### config.mk
export PLATFORM = sky130hd
export DESIGN_NAME = step_decoder
export DESIGN_NICKNAME = d
export VERILOG_FILES = /design/src/rtl/step_pkg.sv /design/src/rtl/step_phase_lut.sv /design/src/rtl/step_decoder.sv
export SDC_FILE = /design/constraint.sdc
export NUM_CORES = 1
export LEC_CHECK = 0
export BUFFER_PORTS_ARGS = -buffer_cell sky130_fd_sc_hd__buf_4
export CELL_PAD_IN_SITES_DETAIL_PLACEMENT = 1
export CELL_PAD_IN_SITES_GLOBAL_PLACEMENT = 1
export CORE_MARGIN = 1
export CORE_UTILIZATION = 43
export CTS_BUF_LIST = sky130_fd_sc_hd__clkbuf_16
export DETAILED_ROUTE_END_ITERATION = 10
export PLACE_DENSITY = 0.86
export SETUP_SLACK_MARGIN = 0.4
export SLEW_MARGIN = 0
export SYNTH_ARGS = -nofsm -noshare
export SYNTH_HDL_FRONTEND = slang
export SYNTH_SLANG_ARGS = --single-unit
### constraint.sdc
create_clock -name system1000 -period 4.94 [get_ports system1000]
set_input_delay 0.494 -clock system1000 [delete_from_list [all_inputs] [get_ports system1000]]
set_output_delay 0.494 -clock system1000 [all_outputs]
set_load 0.1 [all_outputs]
### src/rtl/step_pkg.sv
// Shared stepper definitions: half-step coil table, idle pattern, phase type, direction codes.
// Used by the decoder here and by the coil driver.
package step_pkg;

  typedef logic [2:0] phase_t;

  localparam logic [3:0] COIL_IDLE = 4'b0000;

  // Entry i is the coil pattern for half-step phase i (bit 3 = coil A).
  // Full-step drive uses only the odd or only the even entries.
  localparam logic [7:0][3:0] HALF_STEP_TBL = {
    4'b1001,  // 7
    4'b0001,  // 6
    4'b0011,  // 5
    4'b0010,  // 4
    4'b0110,  // 3
    4'b0100,  // 2
    4'b1100,  // 1
    4'b1000   // 0
  };

  localparam logic DIR_FWD = 1'b1;
  localparam logic DIR_REV = 1'b0;

endpackage

### src/rtl/step_phase_lut.sv
// Combinational coil-pattern to half-step phase decode; valid only for the 8 table patterns.
// Non-table patterns (including idle) report phase 0 with valid low.
module step_phase_lut
  import step_pkg::*;
(
  input  logic [3:0] coils,
  output logic [2:0] phase,
  output logic       valid
);

  always_comb begin
    phase = '0;
    valid = 1'b0;
    for (int i = 0; i < 8; i++) begin
      if (coils == HALF_STEP_TBL[i]) begin
        phase = phase_t'(i);
        valid = 1'b1;
      end
    end
  end

endmodule

### src/rtl/step_decoder.sv
// Stepper coil-bus monitor: recovers phase, steps, direction and signed position; flags skips and illegal patterns.
// Optional stall detector enabled by defining STEP_DECODE_STALL_EN.
module step_decoder
  import step_pkg::*;
#(
  parameter int POS_W        = 16,
  parameter int STALL_CYCLES = 1000000
) (
  input  logic             system1000,
  input  logic             system1000_rst,
  input  logic [3:0]       coils,
  input  logic             pos_clr,
  output logic [POS_W-1:0] position,
  output logic             step_pulse,
  output logic             step_dir,
  output logic [2:0]       phase,
  output logic             phase_valid,
  output logic             energised,
  output logic             err_skip,
  output logic             err_illegal,
  output logic             stall
);

  logic [3:0]       coil_q;
  phase_t           prev_phase_q, prev_phase_d;
  logic             ref_valid_q, ref_valid_d;
  logic [POS_W-1:0] position_q, position_d;
  logic             step_dir_q, step_dir_d;
  logic             step_pulse_q, step_pulse_d;
  logic             err_skip_q, err_skip_d;
  logic             err_illegal_q, err_illegal_d;
  logic             illegal_q, illegal_d;

  phase_t           lut_phase;
  logic             lut_valid;
  logic             idle;
  logic             illegal;
  phase_t           delta;
  logic             fwd;
  logic             rev;
  logic             step_acc;
  logic             skip_acc;
  logic [POS_W-1:0] step_amt;

  step_phase_lut u_lut (
    .coils (coil_q),
    .phase (lut_phase),
    .valid (lut_valid)
  );

  assign idle    = (coil_q == COIL_IDLE);
  assign illegal = !idle && !lut_valid;
  assign delta   = phase_t'(lut_phase - prev_phase_q);
  assign fwd     = (delta == 3'd1) || (delta == 3'd2);
  assign rev     = (delta == 3'd6) || (delta == 3'd7);

  assign step_acc = lut_valid && ref_valid_q && (fwd || rev);
  assign skip_acc = lut_valid && ref_valid_q && !fwd && !rev && (delta != 3'd0);

  // Reading delta as a 3-bit signed value gives +1/+2 forward and -1/-2 reverse.
  assign step_amt = {{(POS_W-3){delta[2]}}, delta};

  always_comb begin
    ref_valid_d   = lut_valid;
    prev_phase_d  = lut_valid ? lut_phase : prev_phase_q;
    position_d    = position_q;
    step_dir_d    = step_dir_q;
    step_pulse_d  = step_acc;
    err_skip_d    = skip_acc;
    illegal_d     = illegal;
    err_illegal_d = illegal && !illegal_q;
    if (step_acc) begin
      position_d = position_q + step_amt;
      step_dir_d = fwd ? DIR_FWD : DIR_REV;
    end
    if (pos_clr) begin
      position_d = '0;
    end
  end

  always_ff @(posedge system1000 or posedge system1000_rst) begin
    if (system1000_rst) begin
      coil_q        <= COIL_IDLE;
      prev_phase_q  <= '0;
      ref_valid_q   <= 1'b0;
      position_q    <= '0;
      step_dir_q    <= DIR_FWD;
      step_pulse_q  <= 1'b0;
      err_skip_q    <= 1'b0;
      err_illegal_q <= 1'b0;
      illegal_q     <= 1'b0;
    end else begin
      coil_q        <= coils;
      prev_phase_q  <= prev_phase_d;
      ref_valid_q   <= ref_valid_d;
      position_q    <= position_d;
      step_dir_q    <= step_dir_d;
      step_pulse_q  <= step_pulse_d;
      err_skip_q    <= err_skip_d;
      err_illegal_q <= err_illegal_d;
      illegal_q     <= illegal_d;
    end
  end

`ifdef STEP_DECODE_STALL_EN
  localparam int STALL_W = $clog2(STALL_CYCLES + 1);
  localparam logic [STALL_W-1:0] STALL_MAX = STALL_W'(STALL_CYCLES);

  logic [STALL_W-1:0] stall_cnt_q, stall_cnt_d;

  // Cleared on the same edge that raises step_pulse, so stall drops with the pulse.
  always_comb begin
    stall_cnt_d = stall_cnt_q;
    if (idle || step_acc) begin
      stall_cnt_d = '0;
    end else if (stall_cnt_q != STALL_MAX) begin
      stall_cnt_d = stall_cnt_q + 1'b1;
    end
  end

  always_ff @(posedge system1000 or posedge system1000_rst) begin
    if (system1000_rst) begin
      stall_cnt_q <= '0;
    end else begin
      stall_cnt_q <= stall_cnt_d;
    end
  end

  assign stall = (stall_cnt_q == STALL_MAX);
`else
  assign stall = 1'b0;
`endif

  assign position    = position_q;
  assign step_pulse  = step_pulse_q;
  assign step_dir    = step_dir_q;
  assign phase       = lut_phase;
  assign phase_valid = lut_valid;
  assign energised   = !idle;
  assign err_skip    = err_skip_q;
  assign err_illegal = err_illegal_q;

endmodule

==> flow_summary.ini <==
[final_layout]
seq_area_um2 = 727
nets = 271
fillers = 506
layout-drive-gt1-share_pct = 21.6
syn_to_final_growth_pct = 24.1
multi_input_area_mm2 = 0.00120
postLayoutCoreUtil_pct = 56.6
fin_cells = 297
diodes = 0

[min_path]
hold_class = input pin to async pin

[cts]
clk_latency_ns = 0.28
path_clk_slew_ns = 0.05
cts_buffer_depth = 2
clockRootBuffer = clkbuf_16
cts_hold_buf = 0
cts_num_sinks = 29
h-tree-depth = 2
cts_buffers = 5
cts_tree = yes

[setup_path]
cp.required_ns = 5.15
r2r_start = coil_q[2]$_DFF_PP0_
worst-path-max-fanout = 14
start_kind = flip-flop
rrSetupSlack_ns = 0.65
critPathArrivalTime_ns = 4.50
path_class = flip-flop to flip-flop
critPathLaunch = coil_q[2]$_DFF_PP0_
crit_path_end_kind = flip-flop

[synthesis]
synth_most_common_cell = dfrtp_1
ys.flop_type = dfrtp_1
syn-mean-instance-area_um2 = 9.67
async_reset_ff_share_pct = 100
synth_fp_nets = 235
post_synth_num_cell_types = 48
ys_warn_count = 0
synth_area_leaders = dfrtp_1 (35%), ha_1 (11%), mux2i_1 (6.0%)
ys_ff_latch = 29
synth_top_area_share_pct = 34.8
synth_common_cells = dfrtp_1 (28), nor2_1 (24), a21oi_1 (19), ha_1 (18)
syn_area_mm2 = 0.00201
synth-edff-count = 0
synth_cells = 208
yosysSeqAreaShare_pct = 36.1
synth.largest_area_cell = dfrtp_1

[timing]
final.setup.tns_ns = 0
min_period_ns = 4.29
fin_ws_ns = 0.649
worst_pin_slew_ns = 0.527
rsz0062_at_grt = false
final.period_utilization_pct = 86.9
max_slew_margin_pct = 63.9
clock_skew_ns = 0.00592
setup_viol = 0
hold_viol_final = 0
slew_violations = 0
max_freq_ghz = 0.233

[power]
power_mw = 1.60
power_density_mw_per_mm2 = 641
power_leakage_nw = 1.22
ir_drop_mv = 0.241

[die]
io_pins = 33
core_area_mm2 = 0.00441
fp.dieW_um = 70.4
initial_core_util_pct = 45.6
die_y_um = 70.4
fp-row-count = 24
dieArea_mm2 = 0.00496

[drt]
dr_total_vias = 1727
ant_nets = 0
route.met3.wl_um = 226
routed_wl_mm = 5.22
drt_pass1_iterations = 4
wl_met1_mm = 2.34
routedWlPerCell_um = 17.6
route.met2.wl_mm = 2.56
drcViolationCount = 0
drtIter0Drc = 88
vias_per_cell = 5.81
top_layer = met4

[outcome]
status = completed

[grt]
grt_antenna_before_repair = 0
grt.total_usage_pct = 22.6
grt_pass1_vias = 1854
grt_pass1_wl_mm = 8.91
grt_max_degree = 30
grt-ovfl-total = 0

[place]
dp_slack_ns = 0.705
place_inst = 288
place_congestion = 0.827
io_buffers = 31
dp_hpwl_mm = 3.43

[run]
cap_violations = 0
[cells by family (layout without fill, tap and decap cells)]
family | Yosys count | in the layout | synth area share, %
AOI/OAI and AO/OA | 52 | 52 | 17.6
muxes | 12 | 12 | 5.97
other | 1 | 1 | 0.186
and+or+nand+nor | 59 | 59 | 13.7
adders and majority gates | 20 | 20 | 13.2
DFF | 29 | 29 | 36.1
xor gates and xnor gates | 16 | 16 | 8.27
buffers and inverters | 19 | 56 | 4.91
[layout make-up]
class	instances	share of cell area, %
Multi-Input combinational cell	160	48.2
Sequential cell	29	29.1
Inverter	14	2.25
Timing Repair Buffer	34	10.2
Clock buffer	5	5.01
Tap cell	52	2.61
Clock inverter	3	2.61
[worst max-delay path, stage by stage, from the launching register on]
cell	delay, ns
dfrtp_1	0.42
xnor2_1	0.18
nor3_4	0.18
inv_1	0.08
ha_1	0.21
fa_1	0.40
xor2_2	0.21
xnor2_4	0.32
clkinvlp_4	0.15
buf_4	0.21
ha_1	0.39
a21oi_1	0.25
o211ai_1	0.17
a2111oi_0	0.54
nor2_1	0.17
o221a_2	0.25
nand3_1	0.09
[what timing repair did]
| action | in CTS | in global routing |
|---|---|---|
| setup buffers | 0 | 1 |
| endpoints found under the setup margin | 0 | 3 |
| resized for setup | 0 | 3 |
[metrics by stage]
step                      cell area, um2  hold slack [ns]
after global placement              2290            0.391
after floorplan                     2020            0.378
after detailed placement            2290            0.390
after global routing                2500            0.321
final                               2500            0.302
after CTS                           2480            0.316
[path summary, 6_finish.rpt]
check | endpoint | cells after the start
worst max-delay path | position[15]$_DFFE_PP0P_ | 16
worst min-delay path | illegal_q$_DFF_PP0_ | 3
worst max register to register | position[15]$_DFFE_PP0P_ | 16
worst min register to register | err_illegal$_DFF_PP0_ | 1
max in group asynchronous | step_dir$_DFFE_PP1P_ | 3
min in group system1000 | coil_q[0]$_DFF_PP0_ | 1
[power by group]
| part | internal (mW) | switching (mW) | total (mW) |
|---|---|---|---|
| combinational | 0.270 | 0.618 | 0.888 |
| sequential | 0.280 | 0.0366 | 0.316 |
| clock | 0.287 | 0.108 | 0.395 |
[routing by layer]
layer	GRT usage, %	vias up
li1	-	810
met1	28.2	863
met2	37.6	43
met3	5.19	11
met4	8.44	0
met5	0	-
[placed cells by master (no fill, tap or decap), types with 2 or more instances in the layout]
| cell type | n |
|---|---|
| mux2i_1 | 12 |
| a211oi_2 | 2 |
| nand4_1 | 2 |
| a21o_1 | 5 |
| a21oi_1 | 19 |
| xnor2_1 | 9 |
| nand3_1 | 5 |
| o21ai_0 | 6 |
| nor2_1 | 24 |
| clkbuf_16 | 5 |
| a22o_1 | 4 |
| xor2_1 | 5 |
| nand2_1 | 14 |
| a211oi_1 | 2 |
| buf_4 | 34 |
| fa_1 | 2 |
| ha_1 | 18 |
| o211ai_1 | 3 |
| and2_1 | 2 |
| bufinv_16 | 2 |
| dfrtp_1 | 28 |
| inv_1 | 13 |
| nand3b_1 | 2 |
[registers in the layout, summed over array words and instances (netlist names)]
| name | flops |
|---|---|
| err_illegal | 1 |
| step_pulse | 1 |
| ref_valid_q | 1 |
| position | 16 |
| coil_q | 4 |
| illegal_q | 1 |
| step_dir | 1 |
| prev_phase_q | 3 |
| err_skip | 1 |
Power figures use the tool's default switching activity.
